[config.mk]
export PLATFORM = sky130hd
export DESIGN_NAME = mux_rr_arbiter
export DESIGN_NICKNAME = d
export VERILOG_FILES = /design/src/rtl/mux_arb_pkg.sv /design/src/rtl/rr_pick.sv /design/src/rtl/mux_rr_arbiter.sv
export SDC_FILE = /design/constraint.sdc
export NUM_CORES = 1
export LEC_CHECK = 0
export ABC_CLOCK_PERIOD_IN_PS = 3900
export CORE_MARGIN = 3
export CORE_UTILIZATION = 54
export CTS_CLUSTER_DIAMETER = 100
export DETAILED_ROUTE_END_ITERATION = 6
export HOLD_SLACK_MARGIN = 0.15
export PLACE_DENSITY = 0.78
export SYNTH_ARGS = -nofsm -noshare
export SYNTH_HDL_FRONTEND = slang
export SYNTH_SLANG_ARGS = --single-unit
export TNS_END_PERCENT = 20
[constraint.sdc]
create_clock -name clk -period 3.9 [get_ports clk]
set_clock_uncertainty 0.15 [all_clocks]
set_input_delay 1.17 -clock clk [delete_from_list [all_inputs] [get_ports clk]]
set_output_delay 1.17 -clock clk [all_outputs]
set_load 0.01 [all_outputs]
[src/rtl/mux_arb_pkg.sv]
// rtl/mux_arb_pkg.sv - shared types and helpers for the round-robin mux arbiter
package mux_arb_pkg;

  localparam int N_REQ = 4;
  localparam int SEL_W = 2;

  typedef enum logic [1:0] {
    IDLE  = 2'b00,
    GRANT = 2'b01,
    GAP   = 2'b10
  } state_t;

  function automatic logic [N_REQ-1:0] onehot(input logic [SEL_W-1:0] idx);
    logic [N_REQ-1:0] v;
    v      = '0;
    v[idx] = 1'b1;
    return v;
  endfunction

endpackage

[src/rtl/rr_pick.sv]
// rtl/rr_pick.sv - combinational round-robin winner search starting after last owner
module rr_pick
  import mux_arb_pkg::*;
(
  input  logic [N_REQ-1:0] req,
  input  logic [SEL_W-1:0] last,
  output logic [SEL_W-1:0] winner,
  output logic             any
);

  logic [SEL_W-1:0] idx;

  // Scan farthest-first so the nearest set bit after last is written last and wins.
  always_comb begin
    winner = last;
    idx    = '0;
    any    = |req;
    for (int i = N_REQ; i >= 1; i--) begin
      idx = last + SEL_W'(i);
      if (req[idx]) winner = idx;
    end
  end

endmodule

[src/rtl/mux_rr_arbiter.sv]
// rtl/mux_rr_arbiter.sv - round-robin owner of the 4:1 mux select with hold limit and dead cycle
module mux_rr_arbiter
  import mux_arb_pkg::*;
#(
  parameter int MAX_HOLD = 8,
  parameter int CNT_W    = 4
) (
  input  logic             clk,
  input  logic             rst_n,
  input  logic             enable,
  input  logic [N_REQ-1:0] req,
  output logic [N_REQ-1:0] gnt,
  output logic [SEL_W-1:0] sel,
  output logic             valid,
  output logic             expired
);

  state_t           state, state_n;
  logic [CNT_W-1:0] cnt, cnt_n;
  logic [SEL_W-1:0] last, last_n;
  logic [N_REQ-1:0] gnt_n;
  logic [SEL_W-1:0] sel_n;
  logic             expired_n;
  logic [SEL_W-1:0] winner;
  logic             any;

  rr_pick u_pick (
    .req    (req),
    .last   (last),
    .winner (winner),
    .any    (any)
  );

  always_ff @(posedge clk or negedge rst_n) begin
    if (!rst_n) begin
      state   <= IDLE;
      cnt     <= '0;
      last    <= SEL_W'(N_REQ - 1);
      gnt     <= '0;
      sel     <= '0;
      valid   <= 1'b0;
      expired <= 1'b0;
    end else begin
      state   <= state_n;
      cnt     <= cnt_n;
      last    <= last_n;
      gnt     <= gnt_n;
      sel     <= sel_n;
      valid   <= |gnt_n;
      expired <= expired_n;
    end
  end

  // Sel only moves on a new grant, so the mux never switches under a live owner.
  always_comb begin
    state_n   = state;
    cnt_n     = cnt;
    last_n    = last;
    gnt_n     = gnt;
    sel_n     = sel;
    expired_n = 1'b0;
    case (state)
      IDLE, GAP: begin
        if (enable && any) begin
          state_n = GRANT;
          gnt_n   = onehot(winner);
          sel_n   = winner;
          cnt_n   = CNT_W'(1);
        end else begin
          state_n = IDLE;
          gnt_n   = '0;
        end
      end
      GRANT: begin
        if (!enable || !req[sel]) begin
          state_n = GAP;
          gnt_n   = '0;
          last_n  = sel;
        end else if (cnt == CNT_W'(MAX_HOLD)) begin
          state_n   = GAP;
          gnt_n     = '0;
          last_n    = sel;
          expired_n = 1'b1;
        end else begin
          cnt_n = cnt + CNT_W'(1);
        end
      end
      default: begin
        state_n = IDLE;
        gnt_n   = '0;
      end
    endcase
  end

endmodule

# After elaboration in Yosys (flattened, before gate mapping)
# Index checks and enable logic that the tools add are counted.
[op_classes]
n_addsub = 4
order_cmp = 6
eq_ne = 7
muxes = 30
reduce_logical = 14
[op_table]
columns = ["op", "count"]
rows = [
  ["$mux W4", 6],
  ["$pmux W4 S2", 2],
  ["$lt A2 B3 Y1 const B", 5],
  ["$mux W2", 7],
  ["$mux W1", 9],
  ["$bmux W1 S2", 4],
  ["$reduce_or A4 Y1", 2],
  ["$ne A2 B2 Y1 const B", 3],
  ["$add A2 B2 Y2 const B", 2],
  ["$add A4 B1 Y4 const B", 1],
  ["$eq A4 B4 Y1 const B", 1],
  ["$pmux W2 S2", 1],
  ["$reduce_and A2 Y1", 2],
  ["$reduce_and A4 Y1", 1],
  ["$reduce_bool A2 Y1", 2],
  ["$ne A3 B3 Y1 const B", 1],
  ["$add A2 B1 Y2 const B", 1],
  ["$demux W1 S2", 1],
  ["$eq A2 B1 Y1 const B", 1],
  ["$eq A2 B2 Y1 const B", 1],
  ["$ge A2 B1 Y1 const B", 1],
  ["$logic_and A1 B1 Y1", 2],
  ["$logic_not A1 Y1", 2],
  ["$logic_not A2 Y1", 1],
  ["other kinds (2)", 2],
]
[totals]
regBits = 16
in_bits = 7
output_inout_bits = 8
word_cells = 68

# Logic depth before layout (Yosys ltp)
# Gate-level depths: netlist of run 1.
[logic_depth]
ltp_word = 13
mapped_depth = 6
depth_no_buf = 6

# Cells and area by module
# From an unflattened synthesis of run 1, not the netlist that was laid out.
[hier_totals]
hier_cells = 81
hier_area_um2 = 853.3
[modules_own_cells]
columns = ["module", "instances", "cells_each", "area_each_um2", "seq_area_each_um2"]
rows = [
  ["mux_rr_arbiter", 1, 69, 767.0, 402.9],
  ["rr_pick", 1, 12, 86.3, 0.0],
]

# Worst setup path before layout of run 1
# OpenSTA, ideal clock, no wires.
[synth_path]
path_type = "input-to-reg"
from = "input port req[1]"
to = "register gnt[0]"
setup_time_ps = 122
arrival_time_ps = 2137
required_ps = 3628
slack_ps = 1492
stages = 3
path_buffers = 0
path_cell_list = "or4_4 and3b_4 a32o_1"
[synth_between]
elab_chain_len = 11
word_cells_on_any_way = 23
cone_classes = "order compare: 2; mux: 16; reduce/logical: 5"
[synth_lines]
columns = ["element", "line_no", "source"]
rows = [
  ["start, declared", "mux_rr_arbiter.sv:11", "input logic [N_REQ-1:0] req,"],
  ["$bmux W1 S2", "rr_pick.sv:20", "if (req[idx]) winner = idx;"],
  ["$mux W1 (not written as such)", "rr_pick.sv:20", ""],
  ["$mux W2 (3 in a row)", "rr_pick.sv:20", ""],
  ["$lt A2 B3 Y1 (not written as such) / $ge A2 B1 Y1 (equally long branches)", "mux_arb_pkg.sv:16", "v[idx] = 1'b1;"],
  ["$logic_and A1 B1 Y1 (not written as such)", "mux_arb_pkg.sv:16", ""],
  ["$mux W1 (not written as such)", "mux_arb_pkg.sv:16", ""],
  ["$demux W1 S2", "mux_arb_pkg.sv:16", ""],
  ["$mux W4", "mux_rr_arbiter.sv:64", "if (enable && any) begin"],
  ["$pmux W4 S2 (*)", "mux_rr_arbiter.sv:62", "case (state)"],
  ["named net gnt_n[0]", "mux_rr_arbiter.sv:21", "logic [N_REQ-1:0] gnt_n;"],
  ["end signal, assigned", "mux_rr_arbiter.sv:47", "gnt <= gnt_n;"],
  ["end, declared", "mux_rr_arbiter.sv:12", "output logic [N_REQ-1:0] gnt,"],
]
# The timed path passes the listed nets; every way through them passes the cells marked *. The select of a mux whose other input is x is not followed.
# A chain may end at the register's enable or synchronous reset.

# Final worst setup path of run 1
[layout_path]
from = "input port req[1]"
to = "register cnt[0]"
[layout_between]
elab_chain_len = 6
word_cells_on_any_way = 9
cone_classes = "eq/ne: 2; mux: 2; reduce/logical: 5"
[layout_lines]
columns = ["element", "line_no", "source"]
rows = [
  ["$bmux W1 S2", "mux_rr_arbiter.sv:75", "if (!enable || !req[sel]) begin"],
  ["$mux W1 (not written as such)", "mux_rr_arbiter.sv:75", ""],
  ["$logic_not A1 Y1", "mux_rr_arbiter.sv:75", ""],
  ["$logic_or A1 B1 Y1", "mux_rr_arbiter.sv:75", ""],
  ["$ne A2 B2 Y1 (no line)", "n/a", ""],
  ["$reduce_and A4 Y1 (no line) (*)", "n/a", ""],
  ["end signal, assigned", "mux_rr_arbiter.sv:45", "cnt <= cnt_n;"],
  ["end, declared", "mux_rr_arbiter.sv:19", "logic [CNT_W-1:0] cnt, cnt_n;"],
]
# Every way passes the cells marked *; elsewhere a longest branch is shown, timed or not. The select of a mux whose other input is x is not followed.

==> results of run 1 <==
## critical path: stages
cell	delay, ns
clkdlybuf4s50_1	0.49
or4_4	0.57
nand3b_1	0.25
nand2_1	0.11
a2bb2oi_1	0.14
## Yosys cell counts (all sizes together) (2+ instances only)
library cell	instances	area, um2
a21oi	3	18.8
a32o	2	20.0
and3b	2	21.3
dfrtp	14	350
dfstp	2	52.6
ha	2	25.0
inv	2	7.51
mux2	2	22.5
mux2i	6	60.1
nand2	13	48.8
nand2b	4	25.0
nand3	3	15.0
nand3b	2	15.0
nor2	3	11.3
nor2b	2	12.5
o2bb2ai	2	17.5
or4	2	18.8
## metal layers
metal	track usage (%)	share of wire (%)
met1	27.0	50
met2	30.9	46
met3	3.56	3.3
met4	5.68	0.79
met5	0	0
## through the flow
step / util [%] / area (um2) / hold WS (ns) / std cells
after global placement: 72.2 / 1010 / 0.333 / 108
final: 74.8 / 1050 / 0.345 / 112
after global routing: 74.8 / 1050 / 0.389 / 112
after detailed placement: 72.2 / 1010 / 0.335 / 108
after floorplan: - / 856 / 0.295 / 80
after CTS: 74.8 / 1050 / 0.348 / 112
## cell type report
cell class,count,area share (%)
Sequential cell,16,38.5
Tap cell,15,1.79
Timing Repair Buffer,14,13.4
Inverter,2,0.718
Multi-Input combinational cell,61,42.1
Clock buffer,4,3.47
## where the power goes
group          internal, mW  leakage, nW  switching [mW]
combinational         0.158        0.251           0.146
clock                0.0567       0.0210          0.0496
sequential            0.229        0.203          0.0578
## how the worst max path moves through the flow
| stage | start | endpoint | slack [ns] | depth (start not counted) |
|---|---|---|---|---|
| after floorplan | req[1] | gnt[0]$_DFF_PN0_ | 1.49 | 3 |
| after global placement | req[3] | sel[0]$_DFFE_PN0P_ | 0.93 | 5 |
| after detailed placement | req[1] | cnt[0]$_DFFE_PN0P_ | 0.91 | 5 |
| after CTS | req[3] | sel[0]$_DFFE_PN0P_ | 1.14 | 5 |
| after global routing | req[3] | sel[0]$_DFFE_PN0P_ | 1.03 | 5 |
| final | req[1] | cnt[0]$_DFFE_PN0P_ | 1.16 | 5 |
## registers in the layout (all words and copies together), names as in the netlist
register  cells
cnt           4
gnt           4
last          2
sel           2
state         2
expired       1
valid         1
## cell families (layout without fill, tap and decap cells)
family | count (synthesis) | in the layout | share of synthesized area [%]
compound gates | 16 | 16 | 16.2
fa+ha+maj | 2 | 2 | 2.92
buf+inv | 3 | 20 | 1.46
flops | 16 | 16 | 47.1
mux | 8 | 8 | 9.65
simple gates | 35 | 35 | 22.7
## placed cells by master, fill, tap and decap left out, types with 2 or more instances in the layout
cell type and instances:
clkbuf_4 3, nand2b_1 4, nand2_1 13, dfstp_2 2
dfrtp_1 14, nor2b_1 2, clkdlybuf4s50_1 14, mux2_2 2
nand3_1 3, ha_1 2, a32o_1 2, nor2_1 3
mux2i_1 6, a21oi_1 2, nand3b_1 2, o2bb2ai_1 2
inv_1 2
==> flow_metrics.env, run 1 <==
export IMPL_finalSetupViolCount=0
export IMPL_ff2ff_path_depth=4
export IMPL_htree_num_levels=1
export IMPL_critPathMaxFanout=7
export IMPL_initial_core_util_pct=61.2
export IMPL_cts_tree="built"
export IMPL_grt_max_degree=17
export IMPL_cts_buffers=3
export IMPL_drc=0
export IMPL_relSlewSlack_pct=55.3
export IMPL_io_buffers=14
export IMPL_min_period_over_period_pct=70.3
export IMPL_crit_type="in -> reg"
export IMPL_num_antenna_cells=0
export IMPL_hold_viol=0
export IMPL_nets=107
export IMPL_drv_cap=0
export IMPL_cts_sinks=16
export IMPL_status="completed"
export IMPL_drt_initial_drc_count=19
export IMPL_num_fill_cells=101
export IMPL_final_max_slew_viol_count=0
export IMPL_leakagePower_nw=0.475
export IMPL_ant_nets=0
export IMPL_clk_latency_ns=0.28
export IMPL_wire_per_inst_um=14.7
export IMPL_p_per_area_nw_per_um2=667
export IMPL_crit_required_ns=3.90
export IMPL_dieArea_um2=2100
export IMPL_wl_mm=1.65
export IMPL_timing_rr_end="sel[0]$_DFFE_PN0P_"
export IMPL_cts_buffer_depth=2
export IMPL_cts_resized=0
export IMPL_die_h_um=45.8
export IMPL_antenna_found_initial=0
export IMPL_syn_nets=89
export IMPL_via_count=672
export IMPL_ys_seq_area_share_pct=47.1
export IMPL_layout_min_cycle_time_ns=2.74
export IMPL_tightest_slew_ns=0.669
export IMPL_gp_congestion=0.761
export IMPL_first_pass_iters=4
export IMPL_synth_enable_flop_cells=0
export IMPL_grt_usage_pct=19.5
export IMPL_min_delay_start="cnt[3]$_DFFE_PN0P_"
export IMPL_avgSynthCellArea_um2=10.7
export IMPL_synth_cell_type_count=34
export IMPL_ys_flop_type="dfrtp_1"
export IMPL_core_rowCount=13
export IMPL_synthToLayoutAreaGrowth_pct=22.2
export IMPL_ys_ff_latch=16
export IMPL_async_flop_share_pct=100
export IMPL_drive_gt1_share_pct=13.4
export IMPL_hp_class="reg -> reg"
export IMPL_max_freq_mhz=365
export IMPL_hold_path_depth=1
export IMPL_grt_first_pass_wirelength_mm=2.93
export IMPL_rsz0062_at_grt="false"
export IMPL_crit_arrival_ns=2.74
export IMPL_r2r_start="last[1]$_DFFE_PN1P_"
export IMPL_place_hpwl_mm=1.22
export IMPL_r2r_slack_ns=1.91
export IMPL_viasPerCell=6.00
export IMPL_finalPower_mw=0.697
export IMPL_ys_warn_count=0
export IMPL_cts_hold_buf=0
export IMPL_ir_drop_uv=444
export IMPL_postSynthCellCount=80
export IMPL_cp_end_kind="register"
export IMPL_synth_area_um2=856
export IMPL_grt_pass1_vias=652
export IMPL_finalSetupTns_ns=0
export IMPL_crit_path_start_kind="input port"
export IMPL_core_um2=1400
export IMPL_hold_path_end="cnt[3]$_DFFE_PN0P_"
export IMPL_cts_setup_buffers=0
export IMPL_post_place_ws_ns=0.913
export IMPL_fin_ws_ns=1.16
export IMPL_path_clk_slew_ns=0.10
export IMPL_seq_area_um2=403
export IMPL_root_buffer="clkbuf_4"
export IMPL_grt_overflow_total=0
export IMPL_multi_input_area_um2=440
export IMPL_io_pin_count=15
export IMPL_die_w_um=45.8
No activity file was read; power rests on OpenSTA's default activity.
==> run 2: changes to the inputs <==
--- a/config.mk
+++ b/config.mk
@@ -5,13 +5,13 @@
 export SDC_FILE = /design/constraint.sdc
 export NUM_CORES = 1
 export LEC_CHECK = 0
-export ABC_CLOCK_PERIOD_IN_PS = 3900
+export ABC_CLOCK_PERIOD_IN_PS = 2700
 export CORE_MARGIN = 3
-export CORE_UTILIZATION = 54
+export CORE_UTILIZATION = 50
 export CTS_CLUSTER_DIAMETER = 100
 export DETAILED_ROUTE_END_ITERATION = 6
 export HOLD_SLACK_MARGIN = 0.15
-export PLACE_DENSITY = 0.78
+export PLACE_DENSITY = 0.73
 export SYNTH_ARGS = -nofsm -noshare
 export SYNTH_HDL_FRONTEND = slang
 export SYNTH_SLANG_ARGS = --single-unit
==> constraint.sdc (replaced) <==
create_clock -name clk -period 2.7 [get_ports clk]
set_clock_uncertainty 0.15 [all_clocks]
set_input_delay 0.81 -clock clk [delete_from_list [all_inputs] [get_ports clk]]
set_output_delay 0.81 -clock clk [all_outputs]
set_load 0.01 [all_outputs]
==> flow_metrics.env, run 2 (synthesis results as in run 1) <==
export IMPL_critPathMaxStageDelay_ns=0.58
export IMPL_drv_cap=0
export IMPL_startpoint="sel[1]$_DFFE_PN0P_"
export IMPL_wire_per_inst_um=13.7
export IMPL_ant_nets=0
export IMPL_final_util_pct=67.7
export IMPL_cts_setup_buffers=0
export IMPL_post_place_ws_ns=0.104
export IMPL_grt_overflow_total=0
export IMPL_cp_end_kind="output pin"
export IMPL_finalPower_mw=1.02
export IMPL_hp_class="reg -> reg"
export IMPL_root_buffer="clkbuf_4"
export IMPL_layout_min_cycle_time_ns=2.29
export IMPL_cts_resized=0
export IMPL_htree_num_levels=1
export IMPL_num_antenna_cells=0
export IMPL_max_freq_mhz=437
export IMPL_fin_ws_ns=0.411
export IMPL_final_max_slew_viol_count=0
export IMPL_critPathMaxFanout=5
export IMPL_crit_chain="clkdlybuf4s50_1"
export IMPL_p_per_area_nw_per_um2=966
export IMPL_antenna_found_initial=0
export IMPL_cp_top_family="buffers and inverters"
export IMPL_crit_path_start_kind="register"
export IMPL_biggestRegsByFlops="cnt: 4 flops, gnt: 4 flops"
export IMPL_timing_rr_end="gnt[2]$_DFF_PN0_"
export IMPL_cts_tree="built"
export IMPL_r2r_slack_ns=0.90
export IMPL_die_w_um=47.4
export IMPL_hold_path_depth=1
export IMPL_drive_gt1_share_pct=14.3
export IMPL_seq_power_share_pct=40.7
export IMPL_leakagePower_nw=0.480
export IMPL_finalSetupViolCount=0
export IMPL_p_switching_mw=0.368
export IMPL_viasPerCell=5.75
export IMPL_p_int_mw=0.650
export IMPL_tightest_slew_ns=0.682
export IMPL_grt_usage_pct=18.3
export IMPL_wl_mm=1.56
export IMPL_most_common_layout_cells="14 x dfrtp_1, 14 x clkdlybuf4s50_1, 13 x nand2_1"
export IMPL_grt_max_degree=17
export IMPL_drt_initial_drc_count=8
export IMPL_drc=0
export IMPL_crit_required_ns=1.74
export IMPL_crit_type="reg -> out"
export IMPL_cts_buffers=3
export IMPL_place_hpwl_mm=1.16
export IMPL_clk_latency_ns=0.29
export IMPL_initial_core_util_pct=54.9
export IMPL_combinationalPowerShare_pct=43.6
export IMPL_cts_buffer_depth=2
export IMPL_crit_arrival_ns=1.33
export IMPL_hold_path_end="cnt[3]$_DFFE_PN0P_"
export IMPL_ff2ff_path_depth=6
export IMPL_first_pass_iters=4
export IMPL_r2r_start="cnt[0]$_DFFE_PN0P_"
export IMPL_gp_congestion=0.724
export IMPL_die_h_um=47.4
export IMPL_hold_viol=0
export IMPL_core_um2=1560
export IMPL_p_sw_share_pct=36.2
export IMPL_nets=108
export IMPL_io_pin_count=15
export IMPL_relSlewSlack_pct=54.4
export IMPL_core_rowCount=14
export IMPL_synthToLayoutAreaGrowth_pct=23.2
export IMPL_ir_drop_uv=587
export IMPL_finalSetupTns_ns=0
export IMPL_rsz0062_at_grt="false"
export IMPL_min_period_over_period_pct=84.8
export IMPL_critPathBufInv=1
export IMPL_status="completed"
export IMPL_dieArea_um2=2240
export IMPL_cts_hold_buf=0
export IMPL_min_delay_start="cnt[3]$_DFFE_PN0P_"
export IMPL_io_buffers=14
export IMPL_cts_sinks=16
export IMPL_via_count=655
export IMPL_grt_pass1_vias=617
export IMPL_grt_first_pass_wirelength_mm=2.75
export IMPL_slowest_stage="clkdlybuf4s50_1"
export IMPL_num_fill_cells=115
export IMPL_path_clk_slew_ns=0.09
export IMPL_clkPwrFrac_pct=15.7
==> run 2: worst max-delay path by stage <==
stage,depth (start not counted),to,slack [ns]
2_1_floorplan,3,gnt[0]$_DFF_PN0_,0.65
3_3_place_gp,4,gnt[0]$_DFF_PN0_,0.12
3_5_place_dp,4,gnt[2]$_DFF_PN0_,0.10
4_1_cts,1,sel[1],0.38
5_1_grt,5,cnt[1]$_DFFE_PN0P_,0.33
6_report,1,sel[1],0.41
==> run 2: metrics by stage <==
step           cells  cell area [um2]  hold WS [ns]
6_report         114             1050         0.340
5_1_grt          114             1050         0.397
4_1_cts          114             1050         0.342
3_5_place_dp     110             1020         0.328
3_3_place_gp     110             1020         0.324
2_1_floorplan     80              856         0.295
==> run 2: layout make-up <==
| cell class | instances | area [um2] | share of cell area (%) |
|---|---|---|---|
| clock buffer | 4 | 36.3 | 3.44 |
| inverter | 2 | 7.51 | 0.712 |
| timing repair buffer | 15 | 148 | 14.0 |
| multi-input combinational | 61 | 440 | 41.8 |
| sequential | 16 | 403 | 38.2 |
| tap | 16 | 20.0 | 1.90 |
==> run 2: routing by layer <==
layer	up-vias	track usage (%)	routed length, um
li1	330	-	-
met1	304	25.7	788
met2	16	25.4	663
met3	5	3.45	63
met4	0	11.6	46
met5	-	0	0
==> run 2: power by group through the flow <==
stage	Combinational, mW	Sequential (mW)	Clock (mW)
2_1_floorplan	0.302	0.404	0
3_3_place_gp	0.442	0.418	0
3_5_place_dp	0.446	0.419	0
4_1_cts	0.448	0.414	0.167
5_1_grt	0.495	0.431	0.180
6_report	0.444	0.414	0.160
==> run 3: changes to the inputs <==
--- a/config.mk
+++ b/config.mk
@@ -5,13 +5,14 @@
 export SDC_FILE = /design/constraint.sdc
 export NUM_CORES = 1
 export LEC_CHECK = 0
-export ABC_CLOCK_PERIOD_IN_PS = 2700
+export ABC_CLOCK_PERIOD_IN_PS = 1900
+export CORE_ASPECT_RATIO = 0.7
 export CORE_MARGIN = 3
-export CORE_UTILIZATION = 50
+export CORE_UTILIZATION = 45
 export CTS_CLUSTER_DIAMETER = 100
 export DETAILED_ROUTE_END_ITERATION = 6
 export HOLD_SLACK_MARGIN = 0.15
-export PLACE_DENSITY = 0.73
+export PLACE_DENSITY = 0.7
 export SYNTH_ARGS = -nofsm -noshare
 export SYNTH_HDL_FRONTEND = slang
 export SYNTH_SLANG_ARGS = --single-unit
==> constraint.sdc (replaced) <==
create_clock -name clk -period 1.9 [get_ports clk]
set_clock_uncertainty 0.15 [all_clocks]
set_input_delay 0.57 -clock clk [delete_from_list [all_inputs] [get_ports clk]]
set_output_delay 0.57 -clock clk [all_outputs]
set_load 0.01 [all_outputs]
==> flow_metrics.env, run 3 (synthesis results as in run 1) <==
export IMPL_status="completed"
export IMPL_slowest_stage="or4_4"
export IMPL_final_cell_area_um2=1160
export IMPL_most_common_layout_cells="14 x buf_4, 13 x nand2_1, 13 x dfrtp_1"
export IMPL_die_w_um=58.1
export IMPL_synthToLayoutAreaGrowth_pct=35.7
export IMPL_cts_buffer_depth=2
export IMPL_final_util_pct=69.0
export IMPL_num_fill_cells=136
export IMPL_finalNonFillerCells=133
export IMPL_antenna_found_initial=0
export IMPL_place_inst=127
export IMPL_core_um2=1680
export IMPL_biggestRegsByFlops="cnt: 4 flops, gnt: 4 flops"
export IMPL_crit_path_start_kind="input port"
export IMPL_p_per_area_nw_per_um2=1290
export IMPL_cts_tree="built"
export IMPL_initial_core_util_pct=50.9
export IMPL_grt_first_pass_wirelength_mm=3.22
export IMPL_min_period_over_period_pct=94.7
export IMPL_via_count=732
export IMPL_rsz0062_at_grt="false"
export IMPL_tightest_slew_ns=0.296
export IMPL_leakagePower_nw=0.607
export IMPL_nets=122
export IMPL_clk_latency_ns=0.29
export IMPL_crit_chain="dlygate4sd2_1, or4_4, and3b_4, a32o_1"
export IMPL_place_hpwl_mm=1.50
export IMPL_drv_cap=0
export IMPL_htree_num_levels=1
export IMPL_num_antenna_cells=0
export IMPL_grt_pass1_vias=684
export IMPL_io_buffers=14
export IMPL_finalSetupViolCount=0
export IMPL_cp_top_family="simple AND/OR/NAND/NOR gates"
export IMPL_hp_class="reg -> reg"
export IMPL_r2r_slack_ns=0.17
export IMPL_min_delay_start="cnt[3]$_DFFE_PN0P_"
export IMPL_drive_gt1_share_pct=25.9
export IMPL_crit_required_ns=1.93
export IMPL_first_pass_iters=4
export IMPL_cp_depth=4
export IMPL_hold_path_depth=1
export IMPL_critPathMaxStageDelay_ns=0.54
export IMPL_cp_end_kind="register"
export IMPL_final_max_slew_viol_count=0
export IMPL_ant_nets=0
export IMPL_r2r_start="sel[1]$_DFFE_PN0P_"
export IMPL_layout_min_cycle_time_ns=1.80
export IMPL_grt_overflow_total=0
export IMPL_root_buffer="clkbuf_4"
export IMPL_seq_area_um2=404
export IMPL_grt_max_degree=17
export IMPL_ir_drop_uv=1050
export IMPL_ff2ff_path_depth=5
export IMPL_multi_input_area_um2=444
export IMPL_viasPerCell=5.50
export IMPL_hold_viol=0
export IMPL_post_place_ws_ns=-0.417
export IMPL_gp_congestion=0.798
export IMPL_crit_arrival_ns=1.83
export IMPL_cts_buffers=3
export IMPL_critPathMaxFanout=5
export IMPL_drc=0
export IMPL_crit_type="in -> reg"
export IMPL_hold_path_end="cnt[3]$_DFFE_PN0P_"
export IMPL_place_area_um2=1110
export IMPL_relSlewSlack_pct=80.0
export IMPL_path_clk_slew_ns=0.09
export IMPL_max_freq_mhz=556
export IMPL_startpoint="req[1]"
export IMPL_whs_ns=0.345
export IMPL_fin_ws_ns=0.101
export IMPL_drt_initial_drc_count=21
export IMPL_critPathBufInv=1
export IMPL_core_rowCount=12
export IMPL_io_pin_count=15
export IMPL_dieArea_um2=2470
export IMPL_timing_rr_end="last[0]$_DFFE_PN1P_"
export IMPL_grt_usage_pct=17.0
export IMPL_wire_per_inst_um=13.9
export IMPL_final_common_cell="buf_4"
export IMPL_cts_sinks=16
export IMPL_die_h_um=42.5
export IMPL_wl_mm=1.85
-- run 3: worst max-delay path by stage --
stage	endpoint	slack, ns
after floorplan	gnt[0]$_DFF_PN0_	0.09
after global placement	gnt[0]$_DFF_PN0_	-0.38
after detailed placement	gnt[0]$_DFF_PN0_	-0.42
after CTS	last[0]$_DFFE_PN1P_	-0.02
after global routing	cnt[0]$_DFFE_PN0P_	0.03
final	gnt[0]$_DFF_PN0_	0.10
-- run 3: report_power, final --
group	switching [mW]	internal (mW)	total (mW)
registers	0.0985	0.473	0.571
clock network	0.101	0.0816	0.183
logic	0.353	0.391	0.744
total	0.552	0.946	1.50
-- run 3: area by class of cell --
cell class | count | area share [%]
clock buffers | 4 | 2.26
flip-flops and latches | 16 | 34.8
multi-input cells | 61 | 38.3
repair buffers | 29 | 21.8
well taps | 21 | 2.26
inverters | 2 | 0.647
-- run 3: through the flow --
stage	total power [mW]	setup TNS [ns]
3_3_place_gp	1.29	-4.57
5_1_grt	1.62	0
2_1_floorplan	1.00	0
6_report	1.50	0
4_1_cts	1.50	-0.0255
3_5_place_dp	1.31	-4.80
-- run 3: what timing repair did --
action | 4_1_cts | 5_1_grt
pin swaps | 2 | 1
cloned | 0 | 0
resized for setup | 11 | 4
buffers inserted | 2 | 0
hold buffers | 0 | 0
setup endpoints to repair | 17 | 10
-- run 3: routing by layer --
metal / track usage (%) / share of wire (%) / wire length [um]
met2: 24.8 / 43 / 796
met3: 5.54 / 6.4 / 118
met1: 25.3 / 50 / 932
met4: 1.39 / 0 / 0
met5: 0 / 0 / 0
